[config.mk]
export PLATFORM = sky130hd
export DESIGN_NAME = servo_pwm
export DESIGN_NICKNAME = d
export VERILOG_FILES = /design/src/rtl/servo_pkg.sv /design/src/rtl/servo_pwm_edge_sync.sv /design/src/rtl/servo_pwm.sv
export SDC_FILE = /design/constraint.sdc
export NUM_CORES = 1
export LEC_CHECK = 0
export ABC_AREA = 1
export BUFFER_PORTS_ARGS = -buffer_cell sky130_fd_sc_hd__buf_2
export CAP_MARGIN = 5
export CORE_AREA = 2 2 123 125
export CTS_BUF_LIST = sky130_fd_sc_hd__clkbuf_4
export CTS_CLUSTER_DIAMETER = 120
export DETAILED_ROUTE_END_ITERATION = 8
export DIE_AREA = 0 0 125 127
export PLACE_DENSITY = 0.53
export SLEW_MARGIN = 20
export SYNTH_ARGS = -nofsm -noshare
export SYNTH_HDL_FRONTEND = slang
export SYNTH_SLANG_ARGS = --single-unit
export TNS_END_PERCENT = 1
[constraint.sdc]
create_clock -name clk -period 4.9 [get_ports clk]
set_input_delay 0.735 -clock clk [delete_from_list [all_inputs] [get_ports clk]]
set_output_delay 0.735 -clock clk [all_outputs]
set_load 0.05 [all_outputs]
[src/rtl/servo_pkg.sv]
// Shared constants and FSM state encoding for the servo PWM block.
package servo_pkg;

  localparam int unsigned POS_W = 8;
  localparam logic [POS_W-1:0] POS_CENTER = 8'd128;

  typedef enum logic {
    PULSE = 1'b0,
    GAP   = 1'b1
  } state_t;

endpackage

[src/rtl/servo_pwm_edge_sync.sv]
// Two-flop synchronizer for the slow step clock plus a registered rising-edge pulse.
module edge_sync (
  input  logic clk,
  input  logic rst,
  input  logic sclk,
  output logic step_tick
);

  logic s1;
  logic s2;
  logic s2_d;

  // Tick appears on the third clk edge after sclk rises.
  always_ff @(posedge clk) begin
    if (rst) begin
      s1        <= 1'b0;
      s2        <= 1'b0;
      s2_d      <= 1'b0;
      step_tick <= 1'b0;
    end else begin
      s1        <= sclk;
      s2        <= s1;
      s2_d      <= s2;
      step_tick <= s2 & ~s2_d;
    end
  end

endmodule

[src/rtl/servo_pwm.sv]
// Servo PWM generator: position handshake, slew-limited position, frame-latched pulse width.
module servo_pwm
  import servo_pkg::*;
#(
  parameter int unsigned FRAME_CYCLES = 1000000,
  parameter int unsigned MIN_CYCLES   = 50000,
  parameter int unsigned STEP_CYCLES  = 196
) (
  input  logic             clk,
  input  logic             rst,
  input  logic             sclk,
  input  logic             pos_valid,
  input  logic [POS_W-1:0] pos_data,
  output logic             pos_ready,
  output logic             pwm_out,
  output logic             frame_start,
  output logic             busy
);

  localparam int unsigned CNT_W = $clog2(FRAME_CYCLES);
  localparam logic [CNT_W-1:0] LAST_CNT = CNT_W'(FRAME_CYCLES - 1);
  localparam logic [CNT_W-1:0] RESET_WIDTH =
    CNT_W'(MIN_CYCLES + 32'(POS_CENTER) * STEP_CYCLES);

  logic             step_tick;
  logic             run;
  logic [CNT_W-1:0] frame_cnt, frame_cnt_nxt;
  logic [CNT_W-1:0] width, width_nxt;
  logic [31:0]      width_calc;
  state_t           state, state_nxt;
  logic [POS_W-1:0] cur_pos, cur_pos_nxt;
  logic [POS_W-1:0] target, target_nxt;
  logic [POS_W-1:0] pending, pending_nxt;
  logic             pending_full, pending_full_nxt;
  logic             take;

  edge_sync u_edge_sync (
    .clk       (clk),
    .rst       (rst),
    .sclk      (sclk),
    .step_tick (step_tick)
  );

  assign take = pos_valid & pos_ready;

  always_comb begin
    frame_cnt_nxt    = '0;
    state_nxt        = state;
    width_nxt        = width;
    width_calc       = 32'(MIN_CYCLES) + 32'(cur_pos) * 32'(STEP_CYCLES);
    cur_pos_nxt      = cur_pos;
    target_nxt       = target;
    pending_nxt      = pending;
    pending_full_nxt = pending_full;

    // Counter holds at 0 for the first post-reset cycle so it lines up with frame_start.
    if (run) begin
      frame_cnt_nxt = (frame_cnt == LAST_CNT) ? '0 : frame_cnt + CNT_W'(1);
    end

    case (state)
      PULSE:   if (frame_cnt == width - CNT_W'(1)) state_nxt = GAP;
      GAP:     if (frame_cnt == LAST_CNT)          state_nxt = PULSE;
      default: state_nxt = PULSE;
    endcase

    if (frame_start) begin
      width_nxt = CNT_W'(width_calc);
      if (pending_full) begin
        target_nxt       = pending;
        pending_full_nxt = 1'b0;
      end
    end

    if (take) begin
      pending_nxt      = pos_data;
      pending_full_nxt = 1'b1;
    end

    // Step compares against the pre-update target.
    if (step_tick) begin
      if (cur_pos < target) begin
        cur_pos_nxt = cur_pos + POS_W'(1);
      end else if (cur_pos > target) begin
        cur_pos_nxt = cur_pos - POS_W'(1);
      end
    end
  end

  always_ff @(posedge clk) begin
    if (rst) begin
      run          <= 1'b0;
      frame_cnt    <= '0;
      state        <= PULSE;
      width        <= RESET_WIDTH;
      cur_pos      <= POS_CENTER;
      target       <= POS_CENTER;
      pending      <= '0;
      pending_full <= 1'b0;
      pwm_out      <= 1'b0;
      frame_start  <= 1'b0;
      busy         <= 1'b0;
      pos_ready    <= 1'b0;
    end else begin
      run          <= 1'b1;
      frame_cnt    <= frame_cnt_nxt;
      state        <= state_nxt;
      width        <= width_nxt;
      cur_pos      <= cur_pos_nxt;
      target       <= target_nxt;
      pending      <= pending_nxt;
      pending_full <= pending_full_nxt;
      pwm_out      <= (state_nxt == PULSE);
      frame_start  <= (frame_cnt_nxt == '0);
      busy         <= (cur_pos_nxt != target_nxt);
      pos_ready    <= ~pending_full_nxt;
    end
  end

endmodule

==> results.md <==
* Outcome: finished clean
* Yosys top cell by area: dfxtp_1
* Crit-path cells: inv_1 -> ha_1 -> inv_1 -> fa_1 -> inv_1 -> ha_1 -> inv_1 -> fa_1 -> o21ai_0 -> xnor2_1 -> nor2_1 -> nand3_1 -> nor2_1 -> nor2_1 -> nand2_1 -> nand3_1 -> nand2_1 -> inv_1
* Initial Utilization at 33.7%
* Sequential fraction of the synthesis area at 28.8%
* Total CTS buffers at 9
* Root Buffer: clkbuf_4
* Clock buffer depth at 2
* Pwr/cell area at 260 mW/mm^2
* # clock sinks at 70
* Worst Path Class, Setup: reg -> reg
* Num rows at 44
* Final Power at 1.37 mW
* Final hold vios at 0
* Max incr delay on CP at 0.50 ns
* Most common cell in the netlist: nand2_1
* CTS tree: built
* Final worst slack at 1.35 ns
* Area of the core at 0.0144 sq mm
* Final setup viols at 0
* Max Cap Viol at 0
* Slew Viols, Final at 0
* Critical path buffer and inverter count at 5
* Top routing layer in use: met4
* Routed met1 length at 5.26 mm
* RD Place Congestion at 0.874
* First-pass GRT wire length at 19.5 mm
* Worst rel slew slack at 55.2%
* Number of synthesis warnings at 0
* Clk slew on worst S/H paths at 0.12 ns
* Mean post-synth cell area at 6.91 sq um
* Fillers at 1599
* CP max stage cell: fa_1
* # DRC at 0
* Routed wire length on met3 at 515 um
* Top cells by area, synth: dfxtp_1, ha_1, nand2_1, nor2_1, inv_1
* Library cells used by synthesis at 38
* Iter 0 DRT Violations at 211
* Ys flop type: dfxtp_1
* EDFF count, synth at 0
* Async set-reset flop share out of synthesis at 0%
* Largest net degree at the start of global routing at 54
* Post-layout min period at 3.55 ns
* Via count at 4332
* Worst Tran Pin Value at 0.671 ns
* Setup Skew at 0.0287 ns
* Die width at 125 um
* Routed wl met2 at 5.22 mm
* Hold Path Class: reg -> reg
* Synth top cells by count: nand2_1, nor2_1, inv_1
* Diode count at 0
* FF-to-FF Start: cur_pos[2]
* Final #Nets at 780
* Crit-path most repeated cell: inv_1
* Total Routing Usage GR at 15.0%
* Hpwl dp at 8.58 mm
* Clock latency on the worst-skew pair at 0.45 ns
* Total negative slack at 0 ns
* #FFs+latches synth at 70
* I/O pin total at 16
* Startpoint types: register
* WP data required at 5.26 ns
* Post_cts resized at 0
* Pre-Repair DR Iteration Count at 5
* Post-detailed-route count of antenna-violating nets at 0
* Vias in the first global route at 4109
* Dpl cell area at 0.00511 sq mm
* Wire per inst at 12.2 um
* Post-Syn Area at 0.00486 sq mm
* Hold EP: u_edge_sync.step_tick
* Vias/cell at 4.78
* Syn Nets at 767
* Initial antenna violation count at 0
* Critical Path Sink Type: register
* Crit path max fanout at 7
* Post-Route WL at 11.1 mm
* Area share of the leading cell type in the synthesized netlist at 28.8%
* Critical path arrival at 3.91 ns
* Post-Layout Inst Area at 0.00527 sq mm
* Share of layout cells above drive strength 1 at 7.20%
* Die ar. at 0.0159 sq mm
* Post-CTS Hold Buffers at 0
* Setup Fix Bufs, Post-CTS at 0
* WHS Path Cells at 1
* Reg2Reg Depth at 18
* RSZ-0062 raised after global routing: false
* Number of port buffers at 15
* Peak supply drop at 0.177 mV
* Tcrit/Tclk final at 72.5%
* Die height at 127 um
* Static leakage at 2.55 nW
* Min-delay src: u_edge_sync.s2_d
* H-tree lvl count at 3
* Highest clock rate at 0.281 GHz
* Area grow syn2layout at 8.41%
* R2R setup slack at 1.35 ns
* Global route overflow at 0
* RR Endpoint: width[15]
* Pre-CTS WS at 1.36 ns
* Delay-heaviest family, CP: adder cells
* Mapped Cells at 704
==> routing by layer <==
layer | vias to the layer above | GRT usage (%)
met5 | - | 0
met2 | 74 | 25.6
met1 | 1957 | 19.0
met3 | 8 | 3.81
li1 | 2293 | -
met4 | 0 | 3.59
==> cells in the final DEF (no fill, tap or decap), types with 4 or more instances in the layout <==
cell,count
xnor2_1,11
o21ai_0,44
nand4_1,18
or2_2,4
o211ai_1,4
clkbuf_4,10
inv_1,92
xor2_1,21
ha_1,49
nand2_2,5
nand2_1,143
a21oi_1,27
nand3b_1,7
nor3_1,6
dfxtp_1,70
nor2_1,111
buf_2,15
nand3_1,48
nor2_4,5
==> how the worst max path moves through the flow <==
stage	start	endpoint	slack [ns]	cells past startpoint
global placement	cur_pos[2]	width[15]	1.42	18
CTS	cur_pos[2]	width[15]	1.32	18
global route	cur_pos[2]	width[15]	0.93	18
finish	cur_pos[2]	width[15]	1.35	18
detailed placement	cur_pos[2]	width[15]	1.36	18
floorplan	cur_pos[2]	width[15]	1.66	18
==> layout make-up <==
| cell class | count | area (sq um) | area share, % |
|---|---|---|---|
| Inverter | 94 | 353 | 6.69 |
| Multi-Input combinational cell | 526 | 3050 | 57.8 |
| Sequential cell | 70 | 1400 | 26.6 |
| Timing Repair Buffer | 16 | 82.6 | 1.57 |
| Clock inverter | 6 | 85.1 | 1.61 |
| Clock buffer | 10 | 75.1 | 1.42 |
| Tap cell | 184 | 230 | 4.37 |
==> state kept, by name, indices dropped and copies added, names as in the netlist <==
name,flops
width,15
busy,1
pos_ready,1
pending_full,1
u_edge_sync.step_tick,1
pwm_out,1
state,1
run,1
target,8
u_edge_sync.s1,1
pending,8
u_edge_sync.s2,1
cur_pos,8
frame_start,1
u_edge_sync.s2_d,1
frame_cnt,20
==> stage by stage <==
stage / util [%] / std cells / hold WS, ns
after floorplan: - / 704 / 0.374
after global placement: 35.4 / 890 / 0.379
after detailed placement: 35.4 / 890 / 0.385
after CTS: 36.6 / 906 / 0.402
after global routing: 36.6 / 906 / 0.421
final: 36.6 / 906 / 0.396
==> logic make-up after synthesis <==
| kind of cell | synth area share (%) |
|---|---|
| and+or+nand+nor | 32.8 |
| xor gates and xnor gates | 7.64 |
| buffers and inverters | 8.57 |
| muxes | 0.206 |
| DFF | 28.8 |
| AOI/OAI and AO/OA | 8.52 |
| adders and majority gates | 13.4 |
==> power by group <==
| group | switching (mW) | leakage [nW] | total (mW) | internal, mW |
|---|---|---|---|---|
| registers | 0.0274 | 0.571 | 0.624 | 0.597 |
| clock network | 0.219 | 0.0844 | 0.431 | 0.212 |
| logic | 0.204 | 1.89 | 0.315 | 0.111 |
Power figures use the tool's default switching activity.
